### src/rtl/pwm_ctrl_pkg.sv
// pwm_ctrl_pkg: shared types and constants for the PWM duty ramp controller.
package pwm_ctrl_pkg;
    localparam int DUTY_W = 8;
    localparam logic [DUTY_W-1:0] STEP_RESET = 8'd1;
    typedef enum logic [1:0] {ST_IDLE, ST_SWEEP, ST_COMMIT} state_t;
    // The step register sits one address above the last channel target.
    function automatic logic is_step_addr(input int unsigned addr, input int unsigned nch);
        return addr == nch;
    endfunction
endpackage

### src/rtl/pwm_slew.sv
// pwm_slew: moves a duty toward its target by at most step; step 0 means jump.
module pwm_slew
    import pwm_ctrl_pkg::*;
(
    input  logic [DUTY_W-1:0] i_cur,
    input  logic [DUTY_W-1:0] i_tgt,
    input  logic [DUTY_W-1:0] i_step,
    output logic [DUTY_W-1:0] o_next
);
    logic              w_up;
    logic [DUTY_W-1:0] w_diff;
    assign w_up   = i_tgt > i_cur;
    assign w_diff = w_up ? i_tgt - i_cur : i_cur - i_tgt;
    // A move is applied only when the gap exceeds step, so it cannot wrap.
    assign o_next = (i_step == '0 || w_diff <= i_step) ? i_tgt
                  : w_up ? i_cur + i_step : i_cur - i_step;
endmodule

### src/rtl/pwm_ramp_ctrl.sv
// pwm_ramp_ctrl: per-frame slewing of channel duties toward host targets,
// committed to all outputs atomically at the end of each sweep.
module pwm_ramp_ctrl
    import pwm_ctrl_pkg::*;
#(
    parameter int NCH    = 4,
    parameter int PERIOD = 256,
    parameter int AW     = 5
) (
    input  logic                  clk,
    input  logic                  reset,
    input  logic                  wr_en,
    input  logic [AW-1:0]         wr_addr,
    input  logic [DUTY_W-1:0]     wr_data,
    output logic [DUTY_W*NCH-1:0] duty_out,
    output logic                  frame_tick,
    output logic                  busy,
    output logic                  settled
);
    localparam int CW = $clog2(PERIOD);
    localparam int IW = NCH > 1 ? $clog2(NCH) : 1;
    state_t            r_state, w_next;
    logic [CW-1:0]     r_cnt;
    logic [IW-1:0]     r_idx;
    logic              r_tick, r_settled, w_last, w_eq, w_wrap;
    logic [DUTY_W-1:0] r_tgt [NCH];
    logic [DUTY_W-1:0] r_cur [NCH];
    logic [DUTY_W-1:0] r_duty [NCH];
    logic [DUTY_W-1:0] r_step, w_slew;
    assign w_last = r_idx == IW'(NCH - 1);
    assign w_wrap = r_cnt == CW'(PERIOD - 1);
    pwm_slew u_slew (
        .i_cur (r_cur[r_idx]),
        .i_tgt (r_tgt[r_idx]),
        .i_step(r_step),
        .o_next(w_slew)
    );
    always_comb begin
        w_next = (r_state == ST_IDLE)  ? (r_tick ? ST_SWEEP : ST_IDLE)
               : (r_state == ST_SWEEP) ? (w_last ? ST_COMMIT : ST_SWEEP)
               : ST_IDLE;
    end
    always_ff @(posedge clk) begin
        if (reset) r_state <= ST_IDLE;
        else       r_state <= w_next;
    end
    always_ff @(posedge clk) begin
        if (reset) begin
            r_cnt  <= '0;
            r_tick <= 1'b0;
            r_idx  <= '0;
        end else begin
            r_cnt  <= w_wrap ? '0 : r_cnt + 1'b1;
            r_tick <= w_wrap;
            r_idx  <= (r_state == ST_SWEEP && !w_last) ? r_idx + 1'b1 : '0;
        end
    end
    always_comb begin
        w_eq = 1'b1;
        for (int i = 0; i < NCH; i++) w_eq = w_eq & (r_duty[i] == r_tgt[i]);
    end
    // Host writes touch only targets and step; cur/duty move solely via the sweep.
    always_ff @(posedge clk) begin
        if (reset) begin
            for (int i = 0; i < NCH; i++) begin
                r_tgt[i]  <= '0;
                r_cur[i]  <= '0;
                r_duty[i] <= '0;
            end
            r_step    <= STEP_RESET;
            r_settled <= 1'b1;
        end else begin
            if (wr_en) begin
                for (int i = 0; i < NCH; i++) if (wr_addr == AW'(i)) r_tgt[i] <= wr_data;
                if (is_step_addr(32'(wr_addr), NCH)) r_step <= wr_data;
            end
            if (r_state == ST_SWEEP) r_cur[r_idx] <= w_slew;
            if (r_state == ST_COMMIT) r_duty <= r_cur;
            r_settled <= w_eq;
        end
    end
    for (genvar g = 0; g < NCH; g++) begin : g_out
        assign duty_out[DUTY_W*g +: DUTY_W] = r_duty[g];
    end
    assign frame_tick = r_tick;
    assign busy       = r_state != ST_IDLE;
    assign settled    = r_settled;
endmodule

### config.mk
export PLATFORM = sky130hd
export DESIGN_NAME = pwm_ramp_ctrl
export DESIGN_NICKNAME = d
export VERILOG_FILES = /design/src/rtl/pwm_ctrl_pkg.sv /design/src/rtl/pwm_slew.sv /design/src/rtl/pwm_ramp_ctrl.sv
export SDC_FILE = /design/constraint.sdc
export NUM_CORES = 1
export LEC_CHECK = 0
export BUFFER_PORTS_ARGS = -buffer_cell sky130_fd_sc_hd__buf_2
export CAP_MARGIN = 20
export CORE_ASPECT_RATIO = 0.5
export CORE_MARGIN = 4
export CORE_UTILIZATION = 62
export CTS_BUF_LIST = sky130_fd_sc_hd__clkbuf_4 sky130_fd_sc_hd__clkbuf_8
export CTS_CLUSTER_SIZE = 20
export DETAILED_ROUTE_END_ITERATION = 16
export MAX_ROUTING_LAYER = met4
export PLACE_DENSITY = 0.89
export SLEW_MARGIN = 5
export SYNTH_ARGS = -nofsm -noshare
export SYNTH_HDL_FRONTEND = slang
export SYNTH_HIERARCHICAL = 1
export SYNTH_SLANG_ARGS = --single-unit
### constraint.sdc
create_clock -name clk -period 6.3 [get_ports clk]
set_input_delay 1.26 -clock clk [delete_from_list [all_inputs] [get_ports clk]]
set_output_delay 1.26 -clock clk [all_outputs]
set_load 0.02 [all_outputs]
==> run_summary.xml <==
<?xml version="1.0" encoding="UTF-8"?>
<metrics>
  <group name="route">
    <metric name="wl" unit="um">18200</metric>
    <metric name="detailedRoute.firstPassIterationCount" unit="">7</metric>
    <metric name="wl_met3" unit="um">2160</metric>
    <metric name="post_drt_via_cell_ratio" unit="">6.30</metric>
    <metric name="initial_drc_count" unit="">968</metric>
    <metric name="route.detailed.drc" unit="">0</metric>
    <metric name="wirelength_met1" unit="um">7430</metric>
    <metric name="via_count" unit="">5609</metric>
    <metric name="routed.top_layer" unit="">met4</metric>
    <metric name="wl_per_cell" unit="um">20.4</metric>
    <metric name="antenna_violating_nets_remaining" unit="">0</metric>
    <metric name="wl_met2" unit="um">8090</metric>
  </group>
  <group name="floorplanning">
    <metric name="design.core.area" unit="mm2">0.0102</metric>
    <metric name="die_width" unit="um">153</metric>
    <metric name="floorplan.initialDensity" unit="%">63.7</metric>
    <metric name="num_rows" unit="">26</metric>
    <metric name="design.portCount" unit="">51</metric>
    <metric name="floorplan.die_area" unit="mm2">0.0123</metric>
    <metric name="chipHeight" unit="um">80.4</metric>
  </group>
  <group name="timing">
    <metric name="finalCritPeriodShare" unit="%">95.0</metric>
    <metric name="timing_hold_violations_final" unit="">0</metric>
    <metric name="holdWs" unit="ps">471</metric>
    <metric name="tns" unit="ps">0</metric>
    <metric name="setup_skew" unit="ps">8.44</metric>
    <metric name="max_slew_margin" unit="%">35.2</metric>
    <metric name="fmax" unit="MHz">167</metric>
    <metric name="rsz_0062_raised_after_global_routing" unit="">false</metric>
    <metric name="worst-slew-pin-transition" unit="ps">973</metric>
    <metric name="timing.final.max_slew_violations" unit="">0</metric>
    <metric name="final-setup-viol-count" unit="">0</metric>
    <metric name="timing.final.crit_period" unit="ps">5990</metric>
  </group>
  <group name="setup_path">
    <metric name="critical_path.cell_chain" unit="">buf_4, mux4_2, ha_1, a211oi_1, nor2_1, o31ai_4, mux2_2, a211oi_1, xnor2_1, ha_1, nand3_1, nor3_1, a31o_2, a221o_1, o21ai_0, nand3_1, a21oi_1</metric>
    <metric name="worst_ep_required_time" unit="ps">6660</metric>
    <metric name="endpoint_kind" unit="">register</metric>
    <metric name="worst-setup-path-type" unit="">register to register</metric>
    <metric name="critical_path_peak_fanout" unit="">18</metric>
    <metric name="worst_ep_arrival_time" unit="ps">6340</metric>
    <metric name="cpLargestDelayFamily" unit="">compound AO/OA/AOI/OAI gates</metric>
    <metric name="path_buf_inv" unit="">1</metric>
    <metric name="cp_max_delay_cell" unit="">sky130_fd_sc_hd__o31ai_4</metric>
    <metric name="cp-start-kind" unit="">register</metric>
    <metric name="cp_slowest_stage_delay" unit="ps">680</metric>
  </group>
  <group name="clocking">
    <metric name="htreeDepth" unit="">4</metric>
    <metric name="cts_root_buf" unit="">sky130_fd_sc_hd__clkbuf_8</metric>
    <metric name="cts.sinks" unit="">118</metric>
    <metric name="clk_pin_slew" unit="ps">70</metric>
    <metric name="clock_latency_on_the_worst_skew_pair" unit="ps">440</metric>
    <metric name="cts_made_buffers" unit="">17</metric>
    <metric name="tritoncts_clock_tree" unit="">built</metric>
    <metric name="cts_hold_buf" unit="">0</metric>
    <metric name="clockBufferDepth" unit="">2</metric>
  </group>
  <group name="synthesis">
    <metric name="ys.flop_type" unit="">sky130_fd_sc_hd__dfxtp_1</metric>
    <metric name="synth.ff_latch_count" unit="">118</metric>
    <metric name="asyncSetResetFlopFracSynth" unit="%">0</metric>
    <metric name="ys_seq_area_share" unit="%">41.2</metric>
    <metric name="synth.net_count" unit="">749</metric>
    <metric name="synth.avg_cell_area" unit="um2">9.38</metric>
    <metric name="synth_enable_flop_cells" unit="">32</metric>
    <metric name="synth_area" unit="mm2">0.00651</metric>
    <metric name="yosys_warnings" unit="">6</metric>
    <metric name="synthCells" unit="">694</metric>
    <metric name="synth.distinct_cells" unit="">52</metric>
  </group>
  <group name="placement">
    <metric name="gp_congestion" unit="">1.00</metric>
    <metric name="place.detailed.hpwl" unit="um">12900</metric>
    <metric name="number_of_input_and_output_port_buffers_inserted" unit="">50</metric>
    <metric name="post-place-cells" unit="">858</metric>
    <metric name="place_area" unit="mm2">0.00685</metric>
  </group>
  <group name="finish">
    <metric name="area.growth.synth_to_final" unit="%">12.6</metric>
    <metric name="design_area" unit="mm2">0.00733</metric>
    <metric name="layout-drive-gt1-share" unit="%">17.3</metric>
    <metric name="multi_input_comb_area" unit="mm2">0.00355</metric>
    <metric name="final_common_cell" unit="">sky130_fd_sc_hd__nand2_1</metric>
    <metric name="antenna_cells" unit="">0</metric>
    <metric name="final_net_count" unit="">793</metric>
    <metric name="stdcell_count" unit="">890</metric>
    <metric name="fillCellCount" unit="">707</metric>
    <metric name="layout.area.seq" unit="mm2">0.00268</metric>
    <metric name="most-common-layout-cells" unit="">sky130_fd_sc_hd__nand2_1 (115), sky130_fd_sc_hd__dfxtp_1 (86), sky130_fd_sc_hd__a21oi_1 (77), sky130_fd_sc_hd__buf_2 (50), sky130_fd_sc_hd__xnor2_1 (41)</metric>
  </group>
  <group name="global_routing">
    <metric name="number_of_global_route_vias_before_repair" unit="">5266</metric>
    <metric name="grt_overflow_total" unit="">0</metric>
    <metric name="grtUsageTotal" unit="%">30.4</metric>
    <metric name="antenna_found_initial" unit="">0</metric>
    <metric name="wire_length_of_the_first_global_routing_pass" unit="um">28100</metric>
    <metric name="grt_max_degree" unit="">90</metric>
  </group>
  <group name="flow_run">
    <metric name="drv.max_cap_violation_count" unit="">0</metric>
  </group>
  <group name="pwr">
    <metric name="combinationalPowerShare" unit="%">10.5</metric>
    <metric name="total_power" unit="W">0.00181</metric>
    <metric name="seq_power_share" unit="%">44.5</metric>
    <metric name="power.share.clock" unit="%">45.0</metric>
    <metric name="p_per_cell_area" unit="mW/mm2">248</metric>
    <metric name="int_power" unit="W">0.00138</metric>
    <metric name="power.switching_fraction" unit="%">24.0</metric>
    <metric name="cellLeakagePower" unit="nW">2.80</metric>
    <metric name="net-switching-power" unit="W">0.000435</metric>
    <metric name="vdd_ir_drop_max" unit="mV">0.241</metric>
  </group>
  <group name="min_path">
    <metric name="min-delay-path-class" unit="">register to register</metric>
  </group>
  <group name="run_status">
    <metric name="outcome" unit="">complete, no violations</metric>
  </group>
</metrics>
## registers in the layout, indices dropped and copies added (netlist names)
signal      count
r_cnt           8
r_tgt          32
r_step          8
r_state         2
r_idx           2
settled         1
r_cur          32
frame_tick      1
duty_out       32
## cell usage after synthesis (2+ instances only)
cell                       count  share of area (%)
sky130_fd_sc_hd__dfxtp_1      86                 26
sky130_fd_sc_hd__a21oi_1      77                5.9
sky130_fd_sc_hd__and2_1       36                3.5
sky130_fd_sc_hd__a211oi_1      2               0.23
sky130_fd_sc_hd__nand4_1      10               0.96
sky130_fd_sc_hd__xnor2_1      41                5.5
sky130_fd_sc_hd__o21bai_1      5               0.58
sky130_fd_sc_hd__a31o_2        2               0.27
sky130_fd_sc_hd__or2_2         2               0.19
sky130_fd_sc_hd__nor3_4        2               0.50
sky130_fd_sc_hd__xor2_1       16                2.2
sky130_fd_sc_hd__mux2_2        8                1.4
sky130_fd_sc_hd__buf_1         2               0.12
sky130_fd_sc_hd__fa_1          3               0.92
sky130_fd_sc_hd__inv_1        36                2.1
sky130_fd_sc_hd__edfxtp_1     32                 15
sky130_fd_sc_hd__nor4_1        5               0.48
sky130_fd_sc_hd__mux2i_1      11                1.7
sky130_fd_sc_hd__a21oi_2       2               0.27
sky130_fd_sc_hd__clkbuf_1     17               0.98
sky130_fd_sc_hd__nor3_1        4               0.31
sky130_fd_sc_hd__nand3_1      37                2.8
sky130_fd_sc_hd__mux4_2       16                5.5
sky130_fd_sc_hd__ha_1         36                6.9
sky130_fd_sc_hd__nor2_1       31                1.8
sky130_fd_sc_hd__nand2b_1      4               0.38
sky130_fd_sc_hd__nand2_1     115                6.6
sky130_fd_sc_hd__o21ai_0      12               0.92
sky130_fd_sc_hd__nor2_4        2               0.35
sky130_fd_sc_hd__a21o_1        3               0.35
sky130_fd_sc_hd__buf_2        11               0.85
sky130_fd_sc_hd__a31oi_1       2               0.19
sky130_fd_sc_hd__nor2b_1       7               0.67
## power by group through the flow
stage	Sequential [W]	Clock (W)	Combinational (W)
2_1_floorplan	0.000817	0	0.000136
3_3_place_gp	0.000822	0	0.000176
3_5_place_dp	0.000822	0	0.000182
4_1_cts	0.000806	0.000813	0.000185
5_1_grt	0.000807	0.000849	0.000208
6_report	0.000807	0.000816	0.000191
## worst reg2reg max path, delay by kind of cell, from the launching register on
family	cells	cell delay, ps
AND/OR/NAND/NOR	4	450
buffers and inverters	1	290
AO/OA/AOI/OAI	7	2680
flip-flops	1	620
multiplexers	2	1000
XOR/XNOR	1	180
adder cells (fa/ha/maj)	2	680
## per-layer routing
metal	up-vias	global-route usage (%)
met3	62	8.50
met5	-	-
li1	2484	-
met1	2685	39.4
met4	0	10.7
met2	378	46.7
## area by class of cell
class	instances	share of cell area [%]
clock buffer	23	4.06
clock inverter	8	2.34
inverter	36	1.84
multi-input combinational	508	48.4
sequential	118	36.6
tap	140	2.39
timing repair buffer	57	4.34
## stage by stage
step	utilization, %	setup slack, ps
6_report	71.8	312
3_3_place_gp	66.9	687
2_1_floorplan	-	1290
4_1_cts	71.6	389
3_5_place_dp	67.0	458
5_1_grt	71.8	2.75
## cells by family after synthesis
logic type / share of synthesized area (%)
fa+ha+maj: 7.84
buf+inv: 4.31
compound gates: 10.2
flops: 41.2
mux: 8.61
xor+xnor: 7.67
simple gates: 20.1
## path summary, 6_finish.rpt
check	slack, ps	start	depth (start not counted)	to
max	310	r_idx[0]	17	r_cur[15]
min	470	r_cnt[0]	1	r_cnt[0]
max reg2reg	310	r_idx[0]	17	r_cur[15]
min reg2reg	470	r_cnt[0]	1	r_cnt[0]
## timing repair
action	in CTS	in global routing
setup buffers	0	0
endpoints found under the setup margin	0	4
resized for setup	0	1
endpoints found under the hold margin	0	0
(Power assumes the default switching activity.)
